==> src/rtl/rv32i_mem_arbiter.sv <==
// Arbiter that shares one single-port unified memory between instruction fetch and data access.
// Define RV32I_MEM_ARB_RR_EN to replace fixed data>fetch priority with round-robin in IDLE.
module rv32i_mem_arbiter #(
    parameter int ADDR_W      = 32,
    parameter int DATA_W      = 32,
    parameter int ACK_TIMEOUT = 255
) (
    input  logic                clk_i,
    input  logic                resetn_i,
    input  logic                imem_re_i,
    input  logic [ADDR_W-1:0]   imem_add_i,
    output logic [DATA_W-1:0]   imem_data_o,
    output logic                imem_valid_o,
    input  logic                dmem_re_i,
    input  logic                dmem_we_i,
    input  logic [ADDR_W-1:0]   dmem_add_i,
    input  logic [DATA_W-1:0]   dmem_di_i,
    input  logic [DATA_W/8-1:0] dmem_ble_i,
    output logic [DATA_W-1:0]   dmem_do_o,
    output logic                dmem_valid_o,
    output logic                mem_req_o,
    output logic                mem_we_o,
    output logic [ADDR_W-1:0]   mem_add_o,
    output logic [DATA_W-1:0]   mem_di_o,
    output logic [DATA_W/8-1:0] mem_ble_o,
    input  logic [DATA_W-1:0]   mem_do_i,
    input  logic                mem_ack_i,
    output logic                bus_err_o
);

    localparam int CNT_W = (ACK_TIMEOUT > 1) ? $clog2(ACK_TIMEOUT) : 1;
    localparam logic [CNT_W-1:0] CNT_LAST = CNT_W'((ACK_TIMEOUT > 0) ? ACK_TIMEOUT - 1 : 0);
    localparam bit TO_EN = (ACK_TIMEOUT != 0);

    localparam logic [2:0] IDLE   = 3'd0;
    localparam logic [2:0] I_ACC  = 3'd1;
    localparam logic [2:0] D_ACC  = 3'd2;
    localparam logic [2:0] I_RESP = 3'd3;
    localparam logic [2:0] D_RESP = 3'd4;

    logic [2:0]       state;
    logic [CNT_W-1:0] cnt;
    logic             d_pend;
    logic             d_elig;
    logic             i_elig;
    logic             grant_d;
    logic             grant_i;
    logic             timeout_hit;

`ifdef RV32I_MEM_ARB_RR_EN
    logic last_grant;  // 1 = data granted last, 0 = fetch

    always_ff @(posedge clk_i or negedge resetn_i) begin
        if (!resetn_i) begin
            last_grant <= 1'b0;
        end else if (grant_d) begin
            last_grant <= 1'b1;
        end else if (grant_i) begin
            last_grant <= 1'b0;
        end
    end
`endif

    // The port that is responding this cycle still holds its request, so it is excluded.
    always_comb begin
        d_pend  = dmem_re_i | dmem_we_i;
        d_elig  = (state == IDLE) || (state == I_RESP);
        i_elig  = (state == IDLE) || (state == D_RESP);
`ifdef RV32I_MEM_ARB_RR_EN
        grant_d = d_elig && d_pend && !((state == IDLE) && imem_re_i && last_grant);
`else
        grant_d = d_elig && d_pend;
`endif
        grant_i = i_elig && imem_re_i && !grant_d;
        timeout_hit = TO_EN && (cnt == CNT_LAST);
    end

    always_ff @(posedge clk_i or negedge resetn_i) begin
        if (!resetn_i) begin
            state        <= IDLE;
            cnt          <= '0;
            imem_data_o  <= '0;
            imem_valid_o <= 1'b0;
            dmem_do_o    <= '0;
            dmem_valid_o <= 1'b0;
            mem_req_o    <= 1'b0;
            mem_we_o     <= 1'b0;
            mem_add_o    <= '0;
            mem_di_o     <= '0;
            mem_ble_o    <= '0;
            bus_err_o    <= 1'b0;
        end else begin
            imem_valid_o <= 1'b0;
            dmem_valid_o <= 1'b0;
            case (state)
                IDLE, I_RESP, D_RESP: begin
                    if (grant_d) begin
                        state     <= D_ACC;
                        mem_req_o <= 1'b1;
                        mem_we_o  <= dmem_we_i;
                        mem_add_o <= dmem_add_i;
                        mem_di_o  <= dmem_di_i;
                        mem_ble_o <= dmem_ble_i;
                        cnt       <= '0;
                    end else if (grant_i) begin
                        state     <= I_ACC;
                        mem_req_o <= 1'b1;
                        mem_we_o  <= 1'b0;
                        mem_add_o <= imem_add_i;
                        mem_di_o  <= '0;
                        mem_ble_o <= '1;
                        cnt       <= '0;
                    end else begin
                        state <= IDLE;
                    end
                end
                I_ACC, D_ACC: begin
                    // Ack takes precedence over a timeout landing in the same cycle.
                    if (mem_ack_i || timeout_hit) begin
                        mem_req_o <= 1'b0;
                        if (!mem_ack_i) begin
                            bus_err_o <= 1'b1;
                        end
                        if (state == I_ACC) begin
                            imem_data_o  <= mem_ack_i ? mem_do_i : '0;
                            imem_valid_o <= 1'b1;
                            state        <= I_RESP;
                        end else begin
                            if (!mem_we_o) begin
                                dmem_do_o <= mem_ack_i ? mem_do_i : '0;
                            end
                            dmem_valid_o <= 1'b1;
                            state        <= D_RESP;
                        end
                    end else begin
                        cnt <= cnt + 1'b1;
                    end
                end
                default: state <= IDLE;
            endcase
        end
    end

endmodule

==> config.mk <==
export PLATFORM = sky130hd
export DESIGN_NAME = rv32i_mem_arbiter
export DESIGN_NICKNAME = d
export VERILOG_FILES = /design/src/rtl/rv32i_mem_arbiter.sv
export SDC_FILE = /design/constraint.sdc
export NUM_CORES = 1
export LEC_CHECK = 0
export CAP_MARGIN = 20
export CORE_ASPECT_RATIO = 0.9
export CORE_UTILIZATION = 33
export CTS_CLUSTER_SIZE = 8
export DETAILED_ROUTE_END_ITERATION = 7
export GPL_TIMING_DRIVEN = 0
export PLACE_DENSITY = 0.68
export SLEW_MARGIN = 20
export SYNTH_ARGS = -nofsm -noshare
export SYNTH_HDL_FRONTEND = slang
export SYNTH_SLANG_ARGS = --single-unit
==> constraint.sdc <==
create_clock -name clk_i -period 1.6 [get_ports clk_i]
set_input_delay 0.24 -clock clk_i [delete_from_list [all_inputs] [get_ports clk_i]]
set_output_delay 0.24 -clock clk_i [all_outputs]
set_load 0.05 [all_outputs]
==> reports/results.txt <==
The core region is 17900 um2. In this run switching power makes up 48.2% of total power. The total internal power came out at 14700 uW. The run finished, with violations left. TritonCTS built the clock tree. The number of global-route vias before repair is 5841. The dominant synthesized flop cell is sky130_fd_sc_hd__dfrtp_1. The share of final-layout standard cells stronger than drive strength 1 came out at 28.0%. The hold violation count in the final report was 0.

For this run, asynchronously set or reset flops after synthesis account for 100%. The critical path buffer and inverter count works out to 5. Cells fill 61.9% of the core in the end. The number of nets handed over by synthesis was 677. The nature of the critical path endpoint was a register. Summed over all layers, the routed wires come to 21300 um.

Clock-pin slew was measured on the worst setup and hold paths at 0.06 ns. The total vias in the final route was 5721; the number of antenna cells inserted was 0. Port buffering added 273 buffers. The maximum count of clock buffers along a single path is 2.

Die footprint: 19200 um2. 275 I/O pins were placed. Cell type with the largest total area after synthesis: sky130_fd_sc_hd__dfrtp_1. The number of flops mapped to enable cells by yosys is 0. The post-synthesis cell type count came out at 45. The most frequent cell after synthesis was sky130_fd_sc_hd__dfrtp_1. The path class of the tightest hold or removal check is in2reg.

The routed length per instance was 18.8 um; the arrival time of the worst setup path was 2.00 ns. For this run, design rule violations remaining after detail routing come to 0. Setup repair after global routing could not meet its margin everywhere. The run gives 86 as the maximum number of pins on one net before global-route repair. Top cell family by delay on the critical path: buffers and inverters. The tree is rooted in a sky130_fd_sc_hd__clkbuf_16.

The kind of launch point of the worst setup path is a register. Ranked by total cell area, the synthesized netlist is headed by sky130_fd_sc_hd__dfrtp_1 60%, sky130_fd_sc_hd__a32o_1 11%, sky130_fd_sc_hd__nand2_1 6.6%. For this configuration, the core starts out at a cell density of 34.3%. The later pin in the worst-skew pair is clocked with a latency of 0.43 ns.

The logs give 0 for the number of antenna violations at the first check in global routing and 22.3% for the part of the power in registers. The first global-routing pass estimated 33300 um of wire. Setup violations remaining at the end of the flow were counted as 83. The signed area change from the synthesized netlist to the final layout was 80.4%. The switching power of the nets was 13700 uW; the sink count of the clock tree was 148. The tools report the part of the Yosys area used for sequential elements as 60.3%. The flip-flop and latch count after synthesis was 148. The worst pin sits at a relative slew slack of 59.8%. In this run the number of H-tree levels came out at 4.

The post-layout minimum cycle time is 1.69 ns, and the y dimension of the die is 131 um. Clock tree synthesis inserted a total of 17 buffers. The share of the clock period used by the worst path after layout was 105%; the post-layout net count was 1015. Summed over all layers, the global routing overflow is 0. For the number of nets with antenna violations after routing, the log shows 0.

The first routing iteration left 188 violations. The standard-cell row count is 46. On the critical path, the stage with the largest delay is an instance of sky130_fd_sc_hd__dfrtp_1. For the mapped cell area, the log shows 6140 um2. The signal on the critical path passes through buf_6 -> xor2_4 -> nor3_4 -> buf_6 -> buf_12 -> buf_8 -> buf_6 -> o31a_1.

The static leakage is 0.00518 uW. The run gives 0 as the number of synthesis warnings. By count the netlist is led by 148 x sky130_fd_sc_hd__dfrtp_1, 108 x sky130_fd_sc_hd__nand2_1, 69 x sky130_fd_sc_hd__o21ai_0. Dividing the synthesized area by the synthesized cell count gives 11.4 um2. The total power divided by cell area was 2560 nW/um2; the number of search-and-repair iterations in the first detailed-routing pass was 5. The width of the chip was 146 um; the worst-path maximum fanout was 5. The last weighted congestion value of the routability-driven placer was 0.757; the number of instances in the synthesized netlist was 537.

The most numerous cell type found on the critical path is sky130_fd_sc_hd__buf_6. Derived from the worst setup path, the maximum achievable clock frequency is 0.593 GHz. Between clock sinks in the finished design, the worst skew comes to 0.0114 ns.

IR analysis of the VDD net gives a maximum drop of 0.00149 V. The slew at the pin with the worst max-slew slack is 0.602 ns, and the share of Yosys cell area claimed by the top area cell type is 60.3%. The clock network accounts for 15.3% of the total power. The combinational power share is 62.3%.

The worst setup path is of the reg2reg kind. Summed over all nets, the half-perimeter wirelength after detailed placement is 13800 um. The final reports fail on setup timing. For the worst setup path, the data required time is 1.91 ns.

The worst stage delay on the critical path is 0.39 ns. Using the TritonRoute via totals, the vias-per-cell ratio works out to 5.07. The logs give 0.319 ns for the final hold slack and 0 for the number of maximum-capacitance constraint violations.

The logs give 22.4% for the global router's overall resource usage and -0.0868 ns for the worst setup slack after layout. Count of final max-slew check failures: 0.
layer usage:
metal | vias to the layer above | GRT usage, % | part of all wire [%]
met3 | 24 | 5.76 | 5.3
met2 | 172 | 37.2 | 51
li1 | 2651 | - | -
met1 | 2874 | 28.7 | 42
met5 | - | 0 | 0
met4 | 0 | 6.73 | 1.5
power by group through the flow:
stage               logic (uW)  clock network (uW)  registers, uW
floorplan                 3640                   0          11900
global placement         14100                   0           6360
detailed placement       14200                   0           6400
CTS                      17200                4430           6290
global route             18500                4560           6540
finish                   17700                4340           6330
cell usage in the layout (no fill, tap or decap), types with 8 or more instances in the layout:
cell type	instances
sky130_fd_sc_hd__a31oi_1	8
sky130_fd_sc_hd__nand2_2	29
sky130_fd_sc_hd__nand2_1	53
sky130_fd_sc_hd__a32o_1	65
sky130_fd_sc_hd__clkbuf_16	19
sky130_fd_sc_hd__o21ai_2	43
sky130_fd_sc_hd__nand2_4	26
sky130_fd_sc_hd__clkbuf_2	13
sky130_fd_sc_hd__dlygate4sd2_1	74
sky130_fd_sc_hd__clkdlybuf4s15_1	53
sky130_fd_sc_hd__clkdlybuf4s50_1	135
sky130_fd_sc_hd__buf_12	11
sky130_fd_sc_hd__buf_4	19
sky130_fd_sc_hd__dfrtp_1	147
sky130_fd_sc_hd__nor2_1	8
sky130_fd_sc_hd__buf_8	15
sky130_fd_sc_hd__o21ai_1	25
sky130_fd_sc_hd__mux2i_1	31
sky130_fd_sc_hd__buf_6	18
final timing paths:
check | start | to | slack (ns) | depth (start not counted)
worst max-delay path | state[1]$_DFFE_PN0P_ | mem_req_o$_DFFE_PN0P_ | -0.09 | 8
worst min-delay path | mem_ack_i | cnt[0]$_DFFE_PN0P_ | 0.32 | 4
worst max register to register | state[1]$_DFFE_PN0P_ | mem_req_o$_DFFE_PN0P_ | -0.09 | 8
worst min register to register | bus_err_o$_DFFE_PN0P_ | bus_err_o$_DFFE_PN0P_ | 0.47 | 2
max in group asynchronous | resetn_i | mem_add_o[20]$_DFFE_PN0P_ | 0.48 | 3
min in group asynchronous | resetn_i | dmem_do_o[3]$_DFFE_PN0P_ | 0.33 | 2
sequential cells by signal, indices dropped and copies added, names as in the netlist:
| signal | flops |
|---|---|
| imem_valid_o | 1 |
| cnt | 8 |
| mem_di_o | 32 |
| state | 3 |
| imem_data_o | 32 |
| mem_add_o | 32 |
| bus_err_o | 1 |
| dmem_valid_o | 1 |
| mem_req_o | 1 |
| dmem_do_o | 32 |
| mem_ble_o | 4 |
| mem_we_o | 1 |
what timing repair did:
item	4_1_cts	5_1_grt
pin swaps	46	38
hold buffers	1	0
endpoints found under the setup margin	274	190
endpoints found under the hold margin	63	0
cloned	15	3
buffers inserted	28	8
gates resized for setup	350	196
stage by stage:
stage	cell area [um2]	total power, uW	setup TNS, ns	setup WS (ns)	instances
finish	11100	28300	-2.94	-0.0868	1128
detailed placement	9210	20600	-36.47	-0.410	1051
floorplan	6150	15500	0	0.00326	537
global route	11100	29600	-9.72	-0.141	1128
CTS	10800	27900	-5.96	-0.185	1127
global placement	9180	20400	-906.69	-5.92	1050
cell type report:
class	count	area (um2)
well taps	240	300
repair buffers	321	3260
multi-input cells	337	2700
plain buffers	45	449
clock buffers	17	425
fillers	1484	6820
flip-flops and latches	148	3700
clock inverters	15	216
inverters	5	18.8
cell families after synthesis:
| logic type | after synthesis | share of synthesized area, % |
|---|---|---|
| mux | 32 | 5.22 |
| buf+inv | 52 | 4.12 |
| fa+ha+maj | 2 | 0.407 |
| xor+xnor | 1 | 0.265 |
| compound gates | 163 | 19.8 |
| flops | 148 | 60.3 |
| simple gates | 139 | 9.92 |
worst register-to-register path, delay by kind of cell (launching register included):
kind,cells,cell delay [ns]
and+or+nand+nor,1,0.07
DFF,1,0.39
AOI/OAI and AO/OA,1,0.26
buffers and inverters,5,0.66
xor gates and xnor gates,1,0.19
Power figures use the tool's default switching activity.
